$ cat src/rtl/pb_event_ctrl.sv
// pb_event_ctrl: classifies a debounced button level into short/long/double-click/repeat pulses
module pb_event_ctrl #(
  parameter int LONG_CNT = 50_000_000,
  parameter int DCLK_CNT = 15_000_000,
  parameter int RPT_CNT  = 10_000_000
) (
  input  logic clk,
  input  logic arst_n,
  input  logic pb_stbl,
  input  logic en,
  output logic short_press,
  output logic long_press,
  output logic dbl_click,
  output logic repeat_tick,
  output logic busy
);
  localparam int MAX_LD = LONG_CNT > DCLK_CNT ? LONG_CNT : DCLK_CNT;
  localparam int MAX_CNT = MAX_LD > RPT_CNT ? MAX_LD : RPT_CNT;
  localparam int CNT_SZ = $clog2(MAX_CNT);
  localparam logic [CNT_SZ-1:0] LONG_END = CNT_SZ'(LONG_CNT - 1);
  localparam logic [CNT_SZ-1:0] DCLK_END = CNT_SZ'(DCLK_CNT - 1);
  localparam logic [CNT_SZ-1:0] RPT_END  = CNT_SZ'(RPT_CNT - 1);
  typedef enum logic [2:0] {IDLE, PRESSED, HOLD, WAIT2, PRESSED2} state_t;
  state_t state, state_d;
  logic [CNT_SZ-1:0] cnt, cnt_d;
  logic [3:0] ev_d;
  logic pb_q, rise, fall;
  assign rise = pb_stbl & ~pb_q;
  assign fall = ~pb_stbl & pb_q;
  // ev_d packs {short_press, long_press, dbl_click, repeat_tick}
  always_comb begin
    state_d = state;
    cnt_d = cnt + CNT_SZ'(1);
    ev_d = '0;
    unique case (state)
      IDLE: begin
        cnt_d = '0;
        if (rise) state_d = PRESSED;
      end
      PRESSED:
        if (fall) state_d = WAIT2;
        else if (cnt == LONG_END) begin
          ev_d[2] = 1'b1;
          state_d = HOLD;
        end
      HOLD:
        if (fall) state_d = IDLE;
        else if (cnt == RPT_END) begin
          ev_d[0] = 1'b1;
          cnt_d = '0;
        end
      WAIT2:
        if (rise) begin
          ev_d[1] = 1'b1;
          state_d = PRESSED2;
        end else if (cnt == DCLK_END) begin
          ev_d[3] = 1'b1;
          state_d = IDLE;
        end
      PRESSED2: begin
        cnt_d = '0;
        if (fall) state_d = IDLE;
      end
      default: state_d = IDLE;
    endcase
    if (state_d != state) cnt_d = '0;
    if (!en) begin
      state_d = IDLE;
      cnt_d = '0;
      ev_d = '0;
    end
  end
  // pb_q resets high so a button held through reset never registers as a press
  always_ff @(posedge clk or negedge arst_n) begin
    if (!arst_n) begin
      state <= IDLE;
      cnt <= '0;
      pb_q <= 1'b1;
      {short_press, long_press, dbl_click, repeat_tick} <= '0;
      busy <= 1'b0;
    end else begin
      state <= state_d;
      cnt <= cnt_d;
      pb_q <= pb_stbl;
      {short_press, long_press, dbl_click, repeat_tick} <= ev_d;
      busy <= state_d != IDLE;
    end
  end
endmodule

$ cat config.mk
export PLATFORM = sky130hd
export DESIGN_NAME = pb_event_ctrl
export DESIGN_NICKNAME = d
export VERILOG_FILES = /design/src/rtl/pb_event_ctrl.sv
export SDC_FILE = /design/constraint.sdc
export NUM_CORES = 1
export LEC_CHECK = 0
export CORE_AREA = 2 2 81 83
export CTS_BUF_LIST = sky130_fd_sc_hd__clkbuf_16
export DETAILED_ROUTE_END_ITERATION = 7
export DIE_AREA = 0 0 83 85
export GPL_TIMING_DRIVEN = 0
export HOLD_SLACK_MARGIN = 0.06
export PLACE_DENSITY = 0.49
export SLEW_MARGIN = 20
export SYNTH_ARGS = -nofsm -noshare
export SYNTH_HDL_FRONTEND = slang
export SYNTH_SLANG_ARGS = --single-unit
$ cat constraint.sdc
create_clock -name clk -period 4.07 [get_ports clk]
set_clock_uncertainty 0.2 [all_clocks]
set_input_delay 1.221 -clock clk [delete_from_list [all_inputs] [get_ports clk]]
set_output_delay 1.221 -clock clk [all_outputs]
set_load 0.02 [all_outputs]
==> impl_metrics.csv <==
group,metric,value,unit
place,place_congestion,0.762,
sta,setup_viol,0,
sta,relSlewSlack,57.7,%
sta,final.setup.worst_slack,0.945,ns
die,row_count,29,
critical_path,crit_buf_inv,2,
detailed_routing,wire_per_inst,16.0,um
detailed_routing,route.vias.total,1517,
die,coreArea,6200,um^2
die,initial_core_util,31.3,%
clocking,insertion_delay,0.28,ns
die,dieHeight,85,um
finish,syn_to_final_growth,17.3,%
power_and_ir_drop,leakagePower,0.867,nW
global_route,antenna_found_initial,0,
synth,yosys_warnings,0,
detailed_routing,drc,0,
sta,whs,0.338,ns
finish,final_common_cell,"dfrtp_1",
hold_path,hold_path.class,"reg -> reg",
critical_path,cpMaxStageDelayCell,"clkdlybuf4s50_1",
clocking,clk_pin_slew_worst_paths,0.05,ns
power_and_ir_drop,ir_worst_vdd,0.189,mV
die,dieWidth,83,um
synth,synth_top_area_cell,"dfrtp_1",
detailed_routing,finalWirelength,4590,um
synth,ys_seq_elements,35,
finish,num-fill-cells,611,
power_and_ir_drop,p_per_area,343,nW/um^2
critical_path,critPathCaptureType,"flip-flop",
place,place_inst,279,
place,io_buffers,8,
finish,stdcell_count,287,
synth,syn_nets,198,
critical_path,cp_cell_sequence,"clkdlybuf4s50_1 > nor2b_1 > nor4_1 > a211oi_1 > a311oi_2 > buf_4 > nor4_1",
finish,layout.nets,214,
global_route,grt_max_degree,24,
sta,max_freq,0.320,GHz
synth,synth_top_area_share,43.8,%
clocking,cts_resized,0,
synth,synth_cells,193,
global_route,grt_first_pass_wirelength,7690,um
clocking,holdBufCountCts,0,
place,dp_slack,0.652,ns
clocking,htree_levels,2,
clocking,postCtsSetupBuffers,0,
critical_path,cpMostUsedCell,"nor4_1",
clocking,numCtsBuffers,5,
finish,final_cell_mix,"dfrtp_1 (34), nor3_1 (23), nor4_1 (15), nand2_1 (15), nand3_1 (14)",
sta,fin_crit,3.13,ns
global_route,grt.total_usage,14.0,%
critical_path,crit_fanout,10,
critical_path,cp.required,4.04,ns
critical_path,start_kind,"input pin",
clocking,cts_root_buffer,"clkbuf_16",
finish,drive_above_1_share,10.5,%
critical_path,crit_type,"in -> reg",
global_route,overflow,0,
flow_run,cap_violations,0,
power_and_ir_drop,power,0.000781,W
global_route,grt_pass1_vias,1487,
detailed_routing,vias_per_cell,5.29,
die,die_area,7060,um^2
synth,syn_area,1940,um^2
synth,seq_area_frac_synth,45.1,%
clocking,cts_tree,"built",
status,status,"complete, no violations",
detailed_routing,drt-initial-drc-count,74,
sta,rsz0062_at_grt,"false",
critical_path,path_delay_family,"buffers and inverters",
synth,synth_cell_types,40,
sta,drv_slew,0,
sta,worstMarginPinSlew,0.628,ns
sta,fin_setup_tns,0,ns
critical_path,critPathMaxStageDelay,0.47,ns
critical_path,crit_arrival,3.10,ns
clocking,cts.sinks,35,
synth,synthTopCellsByArea,"dfrtp_1 (44%), nor3_1 (5.9%), xor2_1 (5.9%)",
die,io-pin-count,9,
sta,fin_crit_sh,76.8,%
sta,hold_viol_final,0,
clocking,clockBufferDepth,2,
detailed_routing,drt_pass1_iterations,4,
finish,diodes,0,
synth,syn_avg_cell_area,10.1,um^2
detailed_routing,ant_nets,0,
place,hpwl,3180,um
Yosys cell counts, drive strengths merged:
| library cell | n |
|---|---|
| or4b | 2 |
| or4bb | 1 |
| or3 | 1 |
| dfstp | 1 |
| a211oi | 3 |
| and3 | 7 |
| xor2 | 13 |
| a311oi | 1 |
| a21bo | 1 |
| a21o | 1 |
| dfrtp | 34 |
| o211a | 1 |
| or4 | 1 |
| nor2b | 2 |
| nand2b | 3 |
| a21oi | 1 |
| nor4b | 1 |
| xnor2 | 11 |
| nand3 | 14 |
| nor3 | 23 |
| o21a | 2 |
| and4 | 2 |
| a32o | 1 |
| nand4b | 2 |
| ha | 1 |
| nor2 | 6 |
| o21bai | 1 |
| a31oi | 1 |
| nand4bb | 2 |
| buf | 5 |
| nor4 | 19 |
| nand4 | 6 |
| inv | 5 |
| nand2 | 15 |
| clkbuf | 2 |
| o31ai | 1 |
per-layer routing:
layer  routed length [um]  up-vias  global-route usage, %
met2                 2080       26                   22.0
li1                     -      748                      -
met5                    0        -                      0
met4                   60        0                   5.66
met3                  166        6                   3.40
met1                 2280      737                   18.6
layout make-up:
cell class / instances / area, um^2 / area share, %
Multi-Input combinational cell: 146 / 998 / 43.8
Sequential cell: 35 / 877 / 38.5
Clock buffer: 5 / 125 / 5.49
Timing Repair Buffer: 9 / 103 / 4.50
Tap cell: 77 / 96.3 / 4.23
Buffer: 7 / 48.8 / 2.14
Inverter: 5 / 18.8 / 0.824
Clock inverter: 3 / 11.3 / 0.494
sequential cells by signal, indices dropped and copies added, names as in the netlist:
| signal | flops |
|---|---|
| dbl_click | 1 |
| state | 3 |
| busy | 1 |
| repeat_tick | 1 |
| long_press | 1 |
| cnt | 26 |
| short_press | 1 |
| pb_q | 1 |
through the flow:
| step | instance area, um^2 | utilization, % |
|---|---|---|
| floorplan | 1940 | - |
| global placement | 2120 | 34.2 |
| detailed placement | 2140 | 34.5 |
| CTS | 2280 | 36.7 |
| global route | 2280 | 36.7 |
| finish | 2280 | 36.7 |
power breakdown:
| part | internal (W) | switching [W] |
|---|---|---|
| Sequential | 0.000352 | 0.00000370 |
| Clock | 0.000220 | 0.000143 |
| Combinational | 0.0000213 | 0.0000399 |
cell families (layout without fill, tap and decap cells):
| logic type | count (synthesis) | after routing | share of synthesized area [%] |
|---|---|---|---|
| AND/OR/NAND/NOR | 107 | 107 | 32.7 |
| adder cells (fa/ha/maj) | 1 | 1 | 0.644 |
| buffers and inverters | 12 | 29 | 3.48 |
| AO/OA/AOI/OAI | 14 | 14 | 7.21 |
| flip-flops | 35 | 35 | 45.1 |
| XOR/XNOR | 24 | 24 | 10.8 |
worst reg2reg max path: stages, from the launching register on:
cell	delay, ns
dfrtp_1	0.43
or4b_1	0.57
nor4_2	0.42
nand2_1	0.16
a311oi_2	0.41
buf_4	0.27
nor4_1	0.08
path summary, 6_finish.rpt:
check                      slack, ns  depth (start not counted)               end              start
setup / recovery                0.94                          7  cnt[5]$_DFF_PN0_            pb_stbl
hold / removal                  0.34                          1  cnt[0]$_DFF_PN0_   cnt[0]$_DFF_PN0_
setup reg to reg                1.39                          6  cnt[5]$_DFF_PN0_  cnt[12]$_DFF_PN0_
hold reg to reg                 0.34                          1  cnt[0]$_DFF_PN0_   cnt[0]$_DFF_PN0_
max in group asynchronous       2.52                          2    pb_q$_DFF_PN1_             arst_n
min in group asynchronous       0.65                          1  cnt[5]$_DFF_PN0_             arst_n
Power figures use the tool's default switching activity.
